[config.mk]
export PLATFORM = sky130hd
export DESIGN_NAME = edge_debounce_filter
export DESIGN_NICKNAME = d
export VERILOG_FILES = /design/src/rtl/edge_debounce_filter.sv
export SDC_FILE = /design/constraint.sdc
export NUM_CORES = 1
export LEC_CHECK = 0
export CAP_MARGIN = 10
export CELL_PAD_IN_SITES_DETAIL_PLACEMENT = 0
export CELL_PAD_IN_SITES_GLOBAL_PLACEMENT = 2
export CORE_MARGIN = 3
export CORE_UTILIZATION = 40
export CTS_BUF_LIST = sky130_fd_sc_hd__clkbuf_8
export CTS_CLUSTER_SIZE = 12
export DETAILED_ROUTE_END_ITERATION = 16
export GPL_TIMING_DRIVEN = 1
export PLACE_DENSITY = 0.87
export SYNTH_ARGS = -nofsm -noshare
export SYNTH_HDL_FRONTEND = slang
export SYNTH_SLANG_ARGS = --single-unit
[constraint.sdc]
create_clock -name CLK -period 5.9 [get_ports CLK]
set_input_delay 1.18 -clock CLK [delete_from_list [all_inputs] [get_ports CLK]]
set_output_delay 1.18 -clock CLK [all_outputs]
set_load 0.05 [all_outputs]
[src/rtl/edge_debounce_filter.sv]
// Rebuilds a debounced level from one-cycle falling/rising edge pulses.
// An edge commits only after DELAY_CYC cycles with no opposing edge.
module edge_debounce_filter #(
  parameter int DELAY_CYC = 1000000,
  parameter int CNT_W     = 20
) (
  input  logic       CLK,
  input  logic       RST_n,
  input  logic       H2L_Sig,
  input  logic       L2H_Sig,
  output logic       Filt_Sig,
  output logic       Fall_Pulse,
  output logic       Rise_Pulse,
  output logic [7:0] Bounce_Cnt,
  output logic [1:0] dbg_state
);

  typedef enum logic [1:0] {
    S_HIGH   = 2'd0,
    S_WAIT_L = 2'd1,
    S_LOW    = 2'd2,
    S_WAIT_H = 2'd3
  } state_t;

  localparam logic [CNT_W-1:0] CNT_LAST = CNT_W'(DELAY_CYC - 1);

  state_t           state_q, state_d;
  logic [CNT_W-1:0] cnt_q, cnt_d;
  logic             filt_d, fall_d, rise_d;
  logic [7:0]       bcnt_d, bcnt_sat;

  assign dbg_state = state_q;
  assign bcnt_sat  = (Bounce_Cnt == 8'hFF) ? Bounce_Cnt : Bounce_Cnt + 8'd1;

  // Opposing edge in a WAIT state wins over a commit landing in the same cycle.
  always_comb begin
    state_d = state_q;
    cnt_d   = cnt_q;
    filt_d  = Filt_Sig;
    fall_d  = 1'b0;
    rise_d  = 1'b0;
    bcnt_d  = Bounce_Cnt;
    case (state_q)
      S_HIGH: begin
        if (H2L_Sig && !L2H_Sig) begin
          state_d = S_WAIT_L;
          cnt_d   = '0;
        end
      end
      S_WAIT_L: begin
        if (L2H_Sig) begin
          state_d = S_HIGH;
          cnt_d   = '0;
          bcnt_d  = bcnt_sat;
        end else if (cnt_q == CNT_LAST) begin
          state_d = S_LOW;
          cnt_d   = '0;
          filt_d  = 1'b0;
          fall_d  = 1'b1;
        end else begin
          cnt_d = cnt_q + CNT_W'(1);
        end
      end
      S_LOW: begin
        if (L2H_Sig && !H2L_Sig) begin
          state_d = S_WAIT_H;
          cnt_d   = '0;
        end
      end
      S_WAIT_H: begin
        if (H2L_Sig) begin
          state_d = S_LOW;
          cnt_d   = '0;
          bcnt_d  = bcnt_sat;
        end else if (cnt_q == CNT_LAST) begin
          state_d = S_HIGH;
          cnt_d   = '0;
          filt_d  = 1'b1;
          rise_d  = 1'b1;
        end else begin
          cnt_d = cnt_q + CNT_W'(1);
        end
      end
      default: begin
        state_d = S_HIGH;
        cnt_d   = '0;
      end
    endcase
  end

  always_ff @(posedge CLK or negedge RST_n) begin
    if (!RST_n) begin
      state_q    <= S_HIGH;
      cnt_q      <= '0;
      Filt_Sig   <= 1'b1;
      Fall_Pulse <= 1'b0;
      Rise_Pulse <= 1'b0;
      Bounce_Cnt <= 8'd0;
    end else begin
      state_q    <= state_d;
      cnt_q      <= cnt_d;
      Filt_Sig   <= filt_d;
      Fall_Pulse <= fall_d;
      Rise_Pulse <= rise_d;
      Bounce_Cnt <= bcnt_d;
    end
  end

endmodule

==> results of run 1 <==
[per-layer routing]
metal  wire length, microns  vias to the layer above  GRT usage  share of wire
li1                       -                      688          -              -
met1                   1800                      661      0.215           0.49
met2                   1700                       28      0.254           0.46
met3                    139                        5     0.0449          0.038
met4                     44                        0     0.0522          0.012
met5                      0                        -          0              0
[registers in the layout, indices dropped and copies added (netlist names)]
signal      cells
Rise_Pulse      1
Bounce_Cnt      8
Filt_Sig        1
dbg_state       2
Fall_Pulse      1
cnt_q          20
[synthesized netlist by cell type (3+ instances only)]
cell type and n:
dfrtp_1 32, nand2_1 21, a31oi_1 13, nor2_1 13, nand3_1 11, o21ai_0 9, a21oi_1 7, nand4_1 6
nor3_1 6, inv_1 4, xnor2_1 4, a41oi_1 3, and3_1 3, xor2_1 3
[cell families (layout without fill, tap and decap cells)]
family / after synthesis / after routing / share of synthesized area
buffers and inverters: 9 / 29 / 0.0437
AND/OR/NAND/NOR: 74 / 74 / 0.222
AO/OA/AOI/OAI: 47 / 47 / 0.187
XOR/XNOR: 7 / 7 / 0.0357
adder cells (fa/ha/maj): 2 / 2 / 0.0146
flip-flops: 33 / 33 / 0.482
multiplexers: 2 / 2 / 0.0153
[path summary, 6_finish.rpt]
path / to / slack [ps] / startpoint
worst max-delay path: cnt_q[8] / 2500 / L2H_Sig
worst min-delay path: cnt_q[19] / 480 / cnt_q[19]
worst max register to register: cnt_q[8] / 3440 / dbg_state[1]
worst min register to register: cnt_q[19] / 480 / cnt_q[19]
max in group asynchronous: Filt_Sig / 4260 / RST_n
min in group asynchronous: cnt_q[5] / 1300 / RST_n
[critical path: cells and delay by family]
kind	cells	cell delay, ps
AOI/OAI and AO/OA	3	1300
buffers and inverters	1	500
muxes	1	320
and+or+nand+nor	1	310
[cell type report]
cell class	instances	area [sq um]
Clock buffer	5	68.8
Multi-Input combinational cell	132	815
Sequential cell	33	827
Inverter	4	15.0
Timing Repair Buffer	17	168
Tap cell	50	62.6
Fill cell	385	2090
Clock inverter	3	13.8
[stage by stage]
| stage | utilization | cell area (sq um) | std cells | total power, uW |
|---|---|---|---|---|
| CTS | 0.485 | 1970 | 244 | 749 |
| finish | 0.485 | 1970 | 244 | 740 |
| floorplan | - | 1720 | 174 | 498 |
| global route | 0.485 | 1970 | 244 | 787 |
| global placement | 0.465 | 1890 | 236 | 574 |
| detailed placement | 0.465 | 1890 | 236 | 582 |
[layout by cell type, fill, tap and decap left out, types with 2 or more instances in the layout]
master / synthesis / final
nand2b_1: 2 / 2
xnor2_1: 4 / 4
nand4_1: 6 / 6
o21ai_0: 9 / 9
and3_1: 3 / 3
clkdlybuf4s50_1: 0 / 16
nor4_1: 2 / 2
nand3_1: 11 / 11
a41oi_1: 3 / 3
a21oi_1: 7 / 7
inv_1: 4 / 5
nor3_1: 6 / 6
a31oi_1: 13 / 13
clkbuf_8: 0 / 5
nand2_1: 21 / 21
nor2_1: 13 / 13
dfrtp_1: 32 / 32
ha_1: 2 / 2
nor4_2: 2 / 2
xor2_1: 3 / 3
o21bai_1: 2 / 2
clkinv_2: 0 / 2
nand3b_1: 2 / 2
[power by group through the flow]
stage,registers (uW),clock network (uW),logic (uW)
after floorplan,383,0,115
after global placement,312,0,262
after detailed placement,313,0,269
after CTS,310,170,269
after global routing,319,180,288
final,310,163,267
==> impl_metrics.json, run 1 <==
{
  "gp_congestion": 0.778,
  "status": "finished, final reports clean",
  "holdWs_ps": 485,
  "p_switching_uw": 305,
  "fmax_mhz": 294,
  "drc": 0,
  "die_y_microns": 71.5,
  "synthCells": 174,
  "wire_per_inst_microns": 15.1,
  "antenna_found_initial": 0,
  "critPathMaxFanout": 28,
  "place.port_buffers": 16,
  "finalSetupTns_ps": 0,
  "avgSynthCellArea_sq_um": 9.87,
  "p_int_uw": 435,
  "grt_max_degree": 34,
  "firstDrtPassIters": 4,
  "place_ws_ps": 2240,
  "max_cap_viol_count": 0,
  "hold_depth": 1,
  "detail_route.iter0.violations": 62,
  "die_w_microns": 71.5,
  "fin_nets": 199,
  "seq_power_share": 0.419,
  "cts_setup_buffers": 0,
  "clock_skew_ps": 3.96,
  "cts_buffers": 5,
  "synthDistinctLibCells": 47,
  "period_share": 0.576,
  "grt_pass1_vias": 1374,
  "die-area_sq_um": 5110,
  "routed_wl_microns": 3690,
  "start_kind": "input port",
  "end_kind": "flip-flop",
  "arrival_ps": 3610,
  "rsz0062_at_grt": "no",
  "area_growth_pct": 14.7,
  "ys_seq_elements": 33,
  "max-slew-margin-rel": 0.249,
  "fin_ws_ps": 2500,
  "track_usage": 0.161,
  "swShare": 0.412,
  "routed_via_density": 5.66,
  "synth-seq-area-share": 0.482,
  "diodes": 0,
  "final_hold_viol_count": 0,
  "synth_ff_type": "dfrtp_1",
  "h-tree-depth": 2,
  "cts_tree": "built",
  "start_util": 0.423,
  "synth_top_area_share": 0.466,
  "root_buffer": "clkbuf_8",
  "fin_crit_ps": 3400,
  "num_io_pins": 17,
  "worst_slew_pin_slew_ps": 1130,
  "cp.required_ps": 6110,
  "leakage_uw": 0.000819,
  "grt_overflow": 0,
  "vias": 1382,
  "critPathSlowestCell": "a21oi_2",
  "syn_nets": 180,
  "crit_path_max_incr_delay_ps": 860,
  "cts_buffer_depth": 2,
  "worstSetupPathType": "input port to flip-flop",
  "clock_latency_ps": 280,
  "hold_path.class": "flip-flop to flip-flop",
  "drive_gt1_frac": 0.0876,
  "grt_pass1_wl_microns": 6530,
  "setup_viol": 0,
  "synth_top_area_cell": "dfrtp_1",
  "clkPwrFrac": 0.221,
  "rr_worst_depth": 5,
  "synth_area_sq_um": 1720,
  "maxSlewViolCount": 0,
  "hpwl_microns": 2530,
  "core_sq_um": 4060,
  "cts_num_sinks": 33,
  "ir_drop_mv": 0.230,
  "cts_resized": 0,
  "ant_nets": 0,
  "combinationalPowerShare": 0.360,
  "ys_async_sr_fraction": 1.00,
  "rows": 23,
  "synth-edff-count": 0,
  "cts-hold-fix-buffers": 0,
  "path_cells": "clkdlybuf4s50_1, mux2_4, or2_0, a21oi_2, o21ai_0, a31oi_1",
  "yosysWarnings": 0,
  "path_clk_slew_ps": 70,
  "synthTopCellsByArea": "dfrtp_1, a31oi_1, nand2_1, nand3_1, nor2_1",
  "powerDensity_nw_per_um2": 376
}
Power figures use the tool's default switching activity.
==> inputs of run 2 (changes only) <==
--- a/config.mk
+++ b/config.mk
@@ -9,12 +9,12 @@
 export CELL_PAD_IN_SITES_DETAIL_PLACEMENT = 0
 export CELL_PAD_IN_SITES_GLOBAL_PLACEMENT = 2
 export CORE_MARGIN = 3
-export CORE_UTILIZATION = 40
+export CORE_UTILIZATION = 37
 export CTS_BUF_LIST = sky130_fd_sc_hd__clkbuf_8
 export CTS_CLUSTER_SIZE = 12
 export DETAILED_ROUTE_END_ITERATION = 16
 export GPL_TIMING_DRIVEN = 1
-export PLACE_DENSITY = 0.87
+export PLACE_DENSITY = 0.81
 export SYNTH_ARGS = -nofsm -noshare
 export SYNTH_HDL_FRONTEND = slang
 export SYNTH_SLANG_ARGS = --single-unit
==> constraint.sdc (replaced) <==
create_clock -name CLK -period 3.2 [get_ports CLK]
set_input_delay 0.64 -clock CLK [delete_from_list [all_inputs] [get_ports CLK]]
set_output_delay 0.64 -clock CLK [all_outputs]
set_load 0.05 [all_outputs]
==> run 2 against run 1 <==
Clock power increased by 96%. Die area is 7.4% higher. Worst hold slack improved by 18 ps. Worst setup slack worse by 1700 ps. Via count up 1.8%. First-iteration DRC count increased by 130%. Highest routed layer unchanged.
==> impl_metrics.json, run 2 (synthesis gave the netlist of run 1 again) <==
{
  "cts_setup_buffers": 0,
  "rsz0062_at_grt": "no",
  "power_uw": 1410,
  "seq_area_sq_um": 827,
  "cts_buffers": 5,
  "antenna_found_initial": 0,
  "setup_viol": 0,
  "status": "finished, final reports clean",
  "num-fill-cells": 422,
  "p_switching_uw": 568,
  "fin_nets": 201,
  "place_ws_ps": 530,
  "h-tree-depth": 2,
  "clock_latency_ps": 280,
  "cts_resized": 0,
  "clock_skew_ps": 5.34,
  "rows": 24,
  "drc": 0,
  "hold_path.class": "flip-flop to flip-flop",
  "detail_route.iter0.violations": 141,
  "period_share": 0.744,
  "die_w_microns": 74.1,
  "swShare": 0.403,
  "combinationalPowerShare": 0.365,
  "powerDensity_nw_per_um2": 702,
  "largest_register_ffs": 20,
  "final_hold_viol_count": 0,
  "worstSetupPathType": "input port to flip-flop",
  "critPathSlowestCell": "clkdlybuf4s50_1",
  "start_kind": "input port",
  "place.port_buffers": 16,
  "vias": 1407,
  "max-slew-margin-rel": 0.519,
  "grt_pass1_vias": 1416,
  "grt_pass1_wl_microns": 6780,
  "die-area_sq_um": 5490,
  "cp.required_ps": 3400,
  "multi_input_area_sq_um": 815,
  "routed_via_density": 5.67,
  "cts_buffer_depth": 2,
  "routed_wl_microns": 3870,
  "cts_num_sinks": 33,
  "fin_crit_ps": 2380,
  "grt_overflow": 0,
  "max_cap_viol_count": 0,
  "die_y_microns": 74.1,
  "postLayoutCoreUtil": 0.455,
  "clkPwrFrac": 0.226,
  "ant_nets": 0,
  "ir_drop_mv": 0.517,
  "wire_per_inst_microns": 15.6,
  "firstDrtPassIters": 6,
  "path_clk_slew_ps": 70,
  "area_growth_pct": 16.9,
  "cts-hold-fix-buffers": 0,
  "most-common-layout-cells": "dfrtp_1, nand2_1, clkdlybuf4s50_1, nor2_1, a31oi_1",
  "fmax_mhz": 420,
  "fin_ws_ps": 818,
  "gp_congestion": 0.761,
  "grt_max_degree": 34,
  "worst_slew_pin_slew_ps": 716,
  "path_cells": "clkdlybuf4s50_1, mux2_4, or2_0, a21oi_2, buf_12, a41oi_1, a31oi_1",
  "critPathMaxFanout": 23,
  "leakage_uw": 0.000837,
  "root_buffer": "clkbuf_8",
  "drive_gt1_frac": 0.0918,
  "p_int_uw": 842,
  "seq_power_share": 0.409,
  "crit_path_max_incr_delay_ps": 500,
  "final_common_cell": "dfrtp_1",
  "start_util": 0.389,
  "end_kind": "flip-flop",
  "core_sq_um": 4410,
  "arrival_ps": 2580,
  "hpwl_microns": 2630,
  "finalSetupTns_ps": 0,
  "maxSlewViolCount": 0,
  "track_usage": 0.161,
  "regMostFlops": "cnt_q",
  "diodes": 0,
  "num_io_pins": 17,
  "cts_tree": "built"
}
[run 2: final timing paths]
kind / startpoint / to / slack (ps) / cells past startpoint
worst max-delay path: L2H_Sig / cnt_q[3] / 820 / 7
worst min-delay path: cnt_q[19] / cnt_q[19] / 500 / 1
worst max register to register: cnt_q[0] / cnt_q[12] / 980 / 7
worst min register to register: cnt_q[19] / cnt_q[19] / 500 / 1
max in group asynchronous: RST_n / Filt_Sig / 2090 / 2
min in group asynchronous: RST_n / cnt_q[5] / 760 / 2
[run 2: area by class of cell]
class	count	area share
Sequential cell	33	0.412
Multi-Input combinational cell	132	0.406
Timing Repair Buffer	19	0.0973
Clock buffer	6	0.0411
Tap cell	52	0.0324
Inverter	4	0.00748
Clock inverter	2	0.00374
[run 2: metrics by stage]
step | instances | area, sq um | hold WS (ps)
after global routing | 248 | 2010 | 523
after global placement | 240 | 1920 | 485
final | 248 | 2010 | 503
after floorplan | 174 | 1720 | 344
after CTS | 248 | 2010 | 509
after detailed placement | 240 | 1920 | 495
[run 2: power groups by stage]
stage / registers [uW] / clock network (uW) / logic, uW
6_report: 576 / 319 / 514
3_5_place_dp: 581 / 0 / 518
4_1_cts: 576 / 332 / 519
3_3_place_gp: 577 / 0 / 510
2_1_floorplan: 707 / 0 / 212
5_1_grt: 587 / 344 / 559
[run 2: metal layers]
metal  vias to the layer above  routed length [microns]  track usage  part of all wire
met1                       685                     1880        0.211              0.49
met4                         0                       91       0.0905             0.023
li1                        690                        -            -                 -
met2                        23                     1760        0.244              0.45
met3                         9                      141       0.0378             0.036
met5                         -                        0            0                 0
[run 2: worst max-delay path, delay by kind of cell]
kind	cells	cell delay, ps
AOI/OAI and AO/OA	3	610
buffers and inverters	2	710
muxes	1	310
and+or+nand+nor	1	310
==> RTL change, RTL diff (flow settings as in run 1) <==
Set the parameter `CNT_W` to 30 (it was 20).
--- a/src/rtl/edge_debounce_filter.sv
+++ b/src/rtl/edge_debounce_filter.sv
@@ -2,7 +2,7 @@
 // An edge commits only after DELAY_CYC cycles with no opposing edge.
 module edge_debounce_filter #(
   parameter int DELAY_CYC = 1000000,
-  parameter int CNT_W     = 20
+  parameter int CNT_W     = 30
 ) (
   input  logic       CLK,
   input  logic       RST_n,
Check against the original RTL: same outputs for any inputs over 10 cycles, from zero or initial values and one cycle with RST_n low; that may be too few to reach the edited logic, so the function may still have changed.
==> RTL change against run 1 <==
- total power is 9.9% higher
- cell area grew 32%
- via count up 30%
- sequential cell count is 10 higher
- synthesized area rose by 35%
- worst setup slack better by 0.43 ns
- global-route usage grew 0.81 points
- routed wire length rose by 37%
==> RTL change: results (changes against run 1) <==
[grt]
first_global_vias=1720  ; +25%
antenna_found_initial=0  ; unchanged
grt_max_degree=44  ; +29%
grt_pass1_wl_um=8730  ; +34%
grtUsageTotal_pct=16.9  ; +0.81 points

[detailed_routing]
drt_iter0_drc=168  ; +170%
first_pass_iters=4  ; unchanged
vias=1798  ; +30%
vias_per_cell=5.58  ; -1.4%
wirelength_um=5050  ; +37%

[synth]
netlist_instances=234  ; +34%
synth_fp_nets=240  ; +33%
yosysWarnings=0  ; unchanged
synthTopCellsByCount=dfrtp_1 (42), nor2_1 (29), xnor2_1 (22)
synth-seq-area-share_pct=46.6  ; -1.5 points
synth_edf_count=0  ; unchanged
yosys-top-cells-area=dfrtp_1 (46%), xnor2_1 (8.3%), nor2_1 (4.7%)
ys.flop_type=dfrtp_1
synthArstFlopShare_pct=100  ; unchanged
synth.distinct_cells=48  ; +2.1%

[cts]
clock_path_buffers=2  ; unchanged
cts_made_buffers=5  ; unchanged
root_buffer=clkbuf_8
cts-resized-gates=0  ; unchanged
cts_setup_buffers=0  ; unchanged
clock_latency_ns=0.30  ; +0.02 ns
clkSlewWorstSetupHoldPaths_ns=0.08
cts_max_level=2  ; unchanged

[layout]
fin_nets=255  ; +28%
largest_register=cnt_q
largest_register_ffs=30  ; +50%
fill_cells=543  ; +41%
drive_gt1_share_pct=9.20  ; +0.44 points
diodes=0  ; unchanged

[place]
port-buffer-count=16  ; unchanged
gp_congestion=0.803  ; +3.2%
dp.cells=314  ; +33%
hpwl_um=3390  ; +34%

[setup_path]
r2r_slack_ns=3.29  ; -0.15 ns
arrival_ns=3.16  ; -0.45 ns
worstPathMaxFanout=8  ; -71%

[power]
sw_frac_of_total_pct=39.3  ; -1.9 points
ir_drop_mv=0.296  ; +29%
p_leak_nw=1.04  ; +27%

[sta]
fin_skew_ns=0.00861  ; +0.00464 ns
slew_headroom_pct=34.4  ; +9.5 points

[hold_path]
min_path_type=flip-flop to flip-flop

[status]
status=finished clean

-- RTL change: kinds of logic after synthesis --
logic type / Yosys count / share of synthesized area [%]
buffers and inverters: 14 / 2.71
DFF: 43 / 46.6
xor gates and xnor gates: 27 / 10.2
AOI/OAI and AO/OA: 27 / 8.72
and+or+nand+nor: 117 / 28.8
adders and majority gates: 2 / 1.08
muxes: 4 / 1.84
-- RTL change: worst paths after layout --
kind                                                  end  cells past startpoint                       from
worst min register to register  Bounce_Cnt[7]$_DFFE_PN0P_                      1  Bounce_Cnt[7]$_DFFE_PN0P_
worst max-delay path            Bounce_Cnt[4]$_DFFE_PN0P_                      6                    L2H_Sig
min in group asynchronous           cnt_q[16]$_DFFE_PN0P_                      1                      RST_n
max in group asynchronous            cnt_q[9]$_DFFE_PN0P_                      1                      RST_n
worst max register to register      cnt_q[14]$_DFFE_PN0P_                      5      cnt_q[21]$_DFFE_PN0P_
worst min-delay path            Bounce_Cnt[7]$_DFFE_PN0P_                      1  Bounce_Cnt[7]$_DFFE_PN0P_
-- RTL change: final cells by class --
type	count	area share, %
Clock inverter	3	0.577
Inverter	5	0.721
Timing Repair Buffer	17	6.25
Multi-Input combinational cell	177	45.0
Tap cell	72	3.46
Sequential cell	43	41.4
Clock buffer	5	2.64
-- RTL change: per-stage QoR --
stage	hold slack [ns]	setup slack (ns)	instance area [um^2]	total power, mW	utilization [%]
2_1_floorplan	0.444	3.47	2310	0.556	-
3_3_place_gp	0.470	2.63	2520	0.636	45.5
3_5_place_dp	0.484	2.65	2520	0.639	45.5
4_1_cts	0.497	2.96	2600	0.823	47.0
5_1_grt	0.515	2.79	2600	0.865	47.0
6_report	0.492	2.92	2600	0.814	47.0
-- RTL change: layer usage --
metal / GRT usage, % / wire length (um)
met1: 24.1 / 2540
met2: 25.8 / 2330
met3: 3.62 / 144
met4: 4.82 / 36
met5: 0 / 0
-- RTL change: power by group through the flow --
stage | clock (mW) | sequential (mW) | combinational (mW)
6_report | 0.184 | 0.379 | 0.251
5_1_grt | 0.204 | 0.388 | 0.272
4_1_cts | 0.190 | 0.379 | 0.255
3_5_place_dp | 0 | 0.385 | 0.254
3_3_place_gp | 0 | 0.385 | 0.252
2_1_floorplan | 0 | 0.447 | 0.109
-- RTL change: worst max-delay path, stage by stage --
cell,delay [ns]
clkdlybuf4s50_1,0.62
mux2i_1,0.15
a311oi_1,0.68
and2_1,0.29
nand3_1,0.11
xnor2_1,0.13
